File: src/rtl/run_controller_pkg.sv
// Shared definitions for the run controller: FSM state encoding and parameter defaults.
package run_controller_pkg;

    typedef enum logic [2:0] {
        IDLE   = 3'd0,
        LOAD   = 3'd1,
        START  = 3'd2,
        RUN    = 3'd3,
        REPORT = 3'd4
    } state_t;

    localparam int START_CYCLES_DEFAULT = 2;
    localparam int TIMEOUT_DEFAULT      = 4096;

endpackage

File: src/rtl/run_controller_run_timer.sv
// RUN-phase cycle counter with its TIMEOUT compare.
module run_timer
    import run_controller_pkg::*;
#(
    parameter int TIMEOUT = TIMEOUT_DEFAULT
) (
    input  logic        clk,
    input  logic        reset,
    input  logic        clear,
    input  logic        enable,
    output logic [15:0] count,
    output logic        expired
);

    logic [15:0] elapsed;

    always_ff @(posedge clk) begin
        if (reset || clear) begin
            elapsed <= 16'd0;
        end else if (enable) begin
            elapsed <= elapsed + 16'd1;
        end
    end

    // count includes the current cycle, so the first enabled cycle reads 1
    assign count   = elapsed + 16'd1;
    assign expired = (count == 16'(TIMEOUT));

endmodule

File: src/rtl/run_controller.sv
// Launch sequencer: preloads core data memory, pulses core_start, times the run and reports.
module run_controller
    import run_controller_pkg::*;
#(
    parameter int START_CYCLES = START_CYCLES_DEFAULT,
    parameter int TIMEOUT      = TIMEOUT_DEFAULT
) (
    input  logic        clk,
    input  logic        reset,
    input  logic        req,
    input  logic [7:0]  load_len,
    input  logic        ld_valid,
    input  logic [7:0]  ld_data,
    output logic        ld_ready,
    output logic        mem_we,
    output logic [7:0]  mem_addr,
    output logic [7:0]  mem_wdata,
    output logic        core_start,
    input  logic        core_done,
    output logic        busy,
    output logic        rpt_valid,
    output logic [15:0] rpt_cycles,
    output logic        rpt_timeout
);

    state_t      state;
    logic [7:0]  len_q;
    logic [7:0]  idx;
    logic [3:0]  start_cnt;
    logic [15:0] run_count;
    logic        run_expired;

    run_timer #(.TIMEOUT(TIMEOUT)) u_timer (
        .clk     (clk),
        .reset   (reset),
        .clear   (state != RUN),
        .enable  (state == RUN),
        .count   (run_count),
        .expired (run_expired)
    );

    // Outputs are registered alongside the state so each reflects the state it belongs to.
    always_ff @(posedge clk) begin
        if (reset) begin
            state       <= IDLE;
            len_q       <= 8'd0;
            idx         <= 8'd0;
            start_cnt   <= 4'd0;
            ld_ready    <= 1'b0;
            mem_we      <= 1'b0;
            mem_addr    <= 8'd0;
            mem_wdata   <= 8'd0;
            core_start  <= 1'b0;
            busy        <= 1'b0;
            rpt_valid   <= 1'b0;
            rpt_cycles  <= 16'd0;
            rpt_timeout <= 1'b0;
        end else begin
            mem_we    <= 1'b0;
            rpt_valid <= 1'b0;
            case (state)
                IDLE: begin
                    if (req) begin
                        len_q     <= load_len;
                        idx       <= 8'd0;
                        start_cnt <= 4'd0;
                        busy      <= 1'b1;
                        if (load_len != 8'd0) begin
                            state    <= LOAD;
                            ld_ready <= 1'b1;
                        end else begin
                            state      <= START;
                            core_start <= 1'b1;
                        end
                    end
                end
                LOAD: begin
                    if (ld_valid) begin
                        mem_we    <= 1'b1;
                        mem_addr  <= idx;
                        mem_wdata <= ld_data;
                        idx       <= idx + 8'd1;
                        if (idx == len_q - 8'd1) begin
                            state      <= START;
                            ld_ready   <= 1'b0;
                            core_start <= 1'b1;
                        end
                    end
                end
                START: begin
                    start_cnt <= start_cnt + 4'd1;
                    if (start_cnt == 4'(START_CYCLES - 1)) begin
                        state      <= RUN;
                        core_start <= 1'b0;
                    end
                end
                RUN: begin
                    // Completion wins over a simultaneous timeout.
                    if (core_done) begin
                        state       <= REPORT;
                        rpt_valid   <= 1'b1;
                        rpt_cycles  <= run_count;
                        rpt_timeout <= 1'b0;
                    end else if (run_expired) begin
                        state       <= REPORT;
                        rpt_valid   <= 1'b1;
                        rpt_cycles  <= 16'(TIMEOUT);
                        rpt_timeout <= 1'b1;
                    end
                end
                REPORT: begin
                    state <= IDLE;
                    busy  <= 1'b0;
                end
                default: begin
                    state <= IDLE;
                    busy  <= 1'b0;
                end
            endcase
        end
    end

endmodule
File: config.mk
export PLATFORM = sky130hd
export DESIGN_NAME = run_controller
export DESIGN_NICKNAME = d
export VERILOG_FILES = /design/src/rtl/run_controller_pkg.sv /design/src/rtl/run_controller_run_timer.sv /design/src/rtl/run_controller.sv
export SDC_FILE = /design/constraint.sdc
export NUM_CORES = 1
export LEC_CHECK = 0
export ABC_CLOCK_PERIOD_IN_PS = 2960
export CAP_MARGIN = 30
export CORE_ASPECT_RATIO = 1.4
export CORE_MARGIN = 5
export CORE_UTILIZATION = 55
export CTS_BUF_LIST = sky130_fd_sc_hd__clkbuf_8
export DETAILED_ROUTE_END_ITERATION = 10
export PLACE_DENSITY_LB_ADDON = 0.15
export SYNTH_ARGS = -nofsm -noshare
export SYNTH_HDL_FRONTEND = slang
export SYNTH_SLANG_ARGS = --single-unit
File: constraint.sdc
create_clock -name clk -period 2.96 [get_ports clk]
set_input_delay 0.444 -clock clk [delete_from_list [all_inputs] [get_ports clk]]
set_output_delay 0.444 -clock clk [all_outputs]
set_load 0.01 [all_outputs]
-- Word-level counts from Yosys, hierarchy flattened
Cells that the tools add are included.
- flip-flop bits (word level): 77
- bits of input ports: 21
- output and inout bits: 38
- word-level logic and storage cells: 87
- $add $sub $neg: 4
- eq/ne operators: 14
- mux-type cells: 33
- bitwise gates (word level): 3
- reduce and logical (&&, ||, !) cells: 19
- operators by type and width (cell ; count):
    two-way mux 16 bit ; 2
    two-way mux 3 bit ; 6
    adder 16 x 1 -> 16 bit, second input constant ; 1
    equality test 16 x 13 -> 1 bit, second input constant ; 1
    two-way mux 8 bit ; 2
    one-hot mux 8 bit (2 select lines) ; 1
    two-way mux 1 bit ; 15
    inequality test 2 bit, second input constant ; 6
    one-hot mux 3 bit (4 select lines) ; 1
    AND reduction 2 bit ; 5
    AND reduction 5 bit ; 2
    adder 8 x 1 -> 8 bit, second input constant ; 1
    equality test 8 bit ; 1
    one-hot mux 4 bit (2 select lines) ; 1
    nonzero test 8 bit ; 1
    subtractor 8 x 1 -> 8 bit, second input constant ; 1
    equality test 3 x 2 -> 1 bit, second input constant ; 2
    AND reduction 6 bit ; 1
    nonzero test 2 bit ; 3
    adder 4 x 1 -> 4 bit, second input constant ; 1
    equality test 4 x 1 -> 1 bit, second input constant ; 1
    two-way mux 4 bit ; 1
    one-hot mux 1 bit (2 select lines) ; 2
    OR reduction 2 bit ; 2
    other kinds (11) ; 13

-- Depth between registers and ports, before layout
- depth in word-level cells: 5
- depth in mapped cells: 10
- mapped depth without buffers: 9

-- Modules after synthesis
A second synthesis with hierarchy kept.
- cell total of the unflattened synthesis: 448
- area, all modules: 3731.1 µm²
- modules (own cells, without submodules) (module ; times used ; cells each ; area an instance (µm²) ; seq. area each (µm²)):
    run_controller ; 1 ; 315 ; 2646.3 ; 1221.2
    run_timer ; 1 ; 133 ; 1084.8 ; 320.3

-- Worst setup path before layout
No wires, ideal clock.
- path kind: flip-flop to flip-flop
- start point: register u_timer.elapsed[0]
- end point: register state[0]
- library setup time: 0.072 ns
- data arrival time: 2.097 ns
- data required time: 2.888 ns
- slack: 0.792 ns
- cell stages (with the launch flop): 11
- buffers on the path: 2
- period minus slack after synthesis: 2.168 ns
- cell sequence: dfxtp_1 > ha_1 > clkbuf_1 > nand2_1 > nor4_1 > xnor2_1 > a2111oi_4 > a21oi_2 > buf_6 > a21oi_2 > mux2i_1
- word-level cells in the longest chain between the ends: 4
- RTL lines (element ; line ; source):
    start, declared ; run_controller_run_timer.sv:15 ; logic [15:0] elapsed;
    start signal, assigned ; run_controller_run_timer.sv:21 ; elapsed <= elapsed + 16'd1;
    adder 16 x 1 -> 16 bit ; run_controller_run_timer.sv:26 ; assign count = elapsed + 16'd1;
    equality test 16 x 13 -> 1 bit ; run_controller_run_timer.sv:27 ; assign expired = (count == 16'(TIMEOUT));
    inequality test 3 bit (no line) ; - ;
    AND reduction 5 bit (no line) ; - ;
    end signal, assigned ; run_controller.sv:45 ; state <= IDLE;
    end signal, assigned ; run_controller.sv:69 ; state <= LOAD;
    end signal, assigned ; run_controller.sv:72 ; state <= START;
    end, declared ; run_controller.sv:26 ; state_t state;
Every way passes these cells.
A chain may end at the register's enable or synchronous reset.

-- Final worst setup path
Same ends and word-level chain as after synthesis.

==> results.py <==
metrics = {
    "timing": {
        "setup-violations-final": 0,
        "setup_tns_ps": 0,
        "max_freq_ghz": 0.404,
        "fin_crit_sh_pct": 83.5,
        "fin_skew_ps": 8.20,
        "holdWs_ps": 455,
        "finalHoldViolCount": 0,
        "rsz0062_at_grt": "no",
        "finalMaxSlewViolations": 0,
        "fin_crit_ps": 2470,
        "maxSlewHeadroom_pct": 58.6,
        "max_slew.worst_pin.slew_ps": 621,
    },
    "clock_tree": {
        "cts_tree": "done",
        "clkTransAtPathRegs_ps": 80,
        "post_cts_buffers": 0,
        "htreeDepth": 3,
        "post_cts_resized": 0,
        "clockRootBuffer": "clkbuf_8",
        "ctsHoldBuffers": 0,
        "cts_sinks": 77,
        "clock_path_buffers": 2,
        "cts_buffers": 9,
        "clock_latency_ps": 360,
    },
    "hold_path": {
        "hp-class": "reg -> reg",
    },
    "grt": {
        "antenna_found_initial": 0,
        "grtUsageMet2_pct": 40.0,
        "overflow": 0,
        "use_met1_pct": 22.0,
        "grt_first_pass_wirelength_um": 14300,
        "grt_use_total_pct": 21.4,
        "grt_max_degree": 29,
        "busiest_layer": "met2",
        "use_met3_pct": 4.35,
        "first_global_vias": 3113,
    },
    "detailed_routing": {
        "vias_per_cell": 5.66,
        "routed-via-count": 3161,
        "detail_route.first_pass.iterations": 4,
        "drt-total-wl_um": 8320,
        "wl_per_cell_um": 14.9,
        "drtAntennaViolNets": 0,
        "route.detailed.drc": 0,
        "first_iter_violations": 159,
    },
    "floorplanning": {
        "initial_core_util_pct": 57.0,
        "fp.coreArea_um2": 6300,
        "die_w_um": 78.2,
        "die_area_um2": 8260,
        "die_y_um": 106,
        "num_rows": 34,
        "ios": 59,
    },
    "placement": {
        "gp_congestion": 0.840,
        "port-buffer-count": 58,
        "post-dp-hpwl_um": 5990,
        "place_area_um2": 4140,
    },
    "critical_path": {
        "cp-end-kind": "flip-flop",
        "cp.arrival_ps": 2760,
        "critPathLaunchType": "flip-flop",
        "path_max_fanout": 10,
        "critPathKind": "reg -> reg",
        "critPathRequiredTime_ps": 3250,
    },
    "yosys": {
        "synthArstFlopShare_pct": 0,
        "synth-seq-cells": 77,
        "synth_cells": 430,
        "synth_flop_cell": "dfxtp_1",
        "synth.area.top_cells": "dfxtp_1 (43%), nand2_1 (7.7%), a21oi_1 (6.8%), xnor2_1 (4.2%), nor2_1 (4.0%)",
        "yosys.area.top_type_share_pct": 43.0,
        "syn-num-nets": 456,
        "synth_commonest_cells": "dfxtp_1 (77), nand2_1 (74), a21oi_1 (49)",
        "seq_area_frac_synth_pct": 43.0,
        "synth_top_cell_by_area": "dfxtp_1",
        "netlist_area_um2": 3590,
        "yosysMostFrequentCell": "dfxtp_1",
        "synth_edf_count": 0,
        "synth.distinct_cells": 52,
        "avgSynthCellArea_um2": 8.34,
        "yosysWarnings": 0,
    },
    "layout": {
        "n_antenna_cell": 0,
        "final_area_um2": 4390,
        "area_delta_synth_final_pct": 22.5,
        "final_util_pct": 69.8,
        "drive_above_1_share_pct": 8.23,
        "nets": 507,
        "fillers": 532,
    },
    "pwr": {
        "peakVddDrop_v": 0.000365,
        "pwr_density_cell_nw_per_um2": 565,
        "p_leak_uw": 0.00156,
        "total_power_uw": 2480,
    },
    "job": {
        "maxCapViolCount": 0,
    },
    "outcome": {
        "status": "completed",
    },
}
[routing by layer]
layer	up-vias	wire length, um
li1	1566	-
met1	1500	3230
met4	0	242
met5	-	0
met3	24	285
met2	71	4560
[logic make-up (layout without fill, tap and decap cells)]
| kind of cell | count (synthesis) | count (layout) | share of synthesized area, % |
|---|---|---|---|
| buffers and inverters | 34 | 90 | 5.65 |
| AO/OA/AOI/OAI | 92 | 92 | 15.1 |
| XOR/XNOR | 32 | 32 | 7.82 |
| AND/OR/NAND/NOR | 187 | 187 | 25.8 |
| adder cells (fa/ha/maj) | 5 | 5 | 1.74 |
| multiplexers | 3 | 3 | 0.872 |
| flip-flops | 77 | 77 | 43.0 |
[critical path: stages (launching register included)]
cell       delay [ps]
dfxtp_1           480
ha_1              370
nand2_1           130
nor4_1            310
xnor2_1           210
a2111oi_4         290
a21oi_2           110
buf_4             180
a21oi_2           140
mux2i_1           180
[final cells by class]
| type | instances | area, um2 | area share [%] |
|---|---|---|---|
| Clock buffer | 10 | 138 | 3.13 |
| Clock inverter | 6 | 119 | 2.71 |
| Timing Repair Buffer | 65 | 628 | 14.3 |
| Tap cell | 72 | 90.1 | 2.05 |
| Multi-Input combinational cell | 319 | 1840 | 41.9 |
| Inverter | 9 | 33.8 | 0.769 |
| Sequential cell | 77 | 1540 | 35.1 |
[power breakdown]
part	leakage (uW)	internal (uW)	total, uW	switching (uW)
Clock	0.000129	592	1010	421
Sequential	0.000623	1080	1120	48.3
Combinational	0.000804	152	348	196
[sequential cells by signal (all words and copies together), names as in the netlist, 3 cells and up]
| name | flops |
|---|---|
| rpt_cycles | 16 |
| start_cnt | 4 |
| len_q | 8 |
| idx | 8 |
| state | 3 |
| mem_addr | 8 |
| mem_wdata | 8 |
| u_timer.elapsed | 16 |
[placed cells by master (no fill, tap or decap), types with 3 or more instances in the layout]
cell             instances
dfxtp_1                 77
nand2_1                 74
clkdlybuf4s50_1         57
a21oi_1                 49
nor2_1                  38
xnor2_1                 17
xor2_1                  15
o21ai_0                 14
nand3_1                 11
nor2b_1                 10
clkbuf_8                10
inv_1                    9
nor3_1                   9
o21ai_1                  8
nand2b_1                 8
or3_1                    7
buf_4                    7
nand4_1                  6
ha_1                     5
nand3b_1                 4
nor4_1                   4
nor3_2                   3
a21oi_2                  3
a211oi_1                 3
bufinv_16                3
[final timing paths]
path	start	to	slack [ps]	cells past startpoint
worst max-delay path	u_timer.elapsed[0]$_SDFFE_PP0P_	state[0]$_SDFFE_PP0P_	490	9
worst min-delay path	mem_addr[1]$_SDFFE_PP0P_	mem_addr[1]$_SDFFE_PP0P_	450	2
worst max register to register	u_timer.elapsed[0]$_SDFFE_PP0P_	state[0]$_SDFFE_PP0P_	490	9
worst min register to register	mem_addr[1]$_SDFFE_PP0P_	mem_addr[1]$_SDFFE_PP0P_	450	2
[metrics by stage]
stage | std cells | setup WS [ps]
6_report | 558 | 488
3_3_place_gp | 542 | 519
3_5_place_dp | 542 | 441
5_1_grt | 558 | 289
2_1_floorplan | 430 | 792
4_1_cts | 558 | 491
Power figures use the tool's default switching activity.
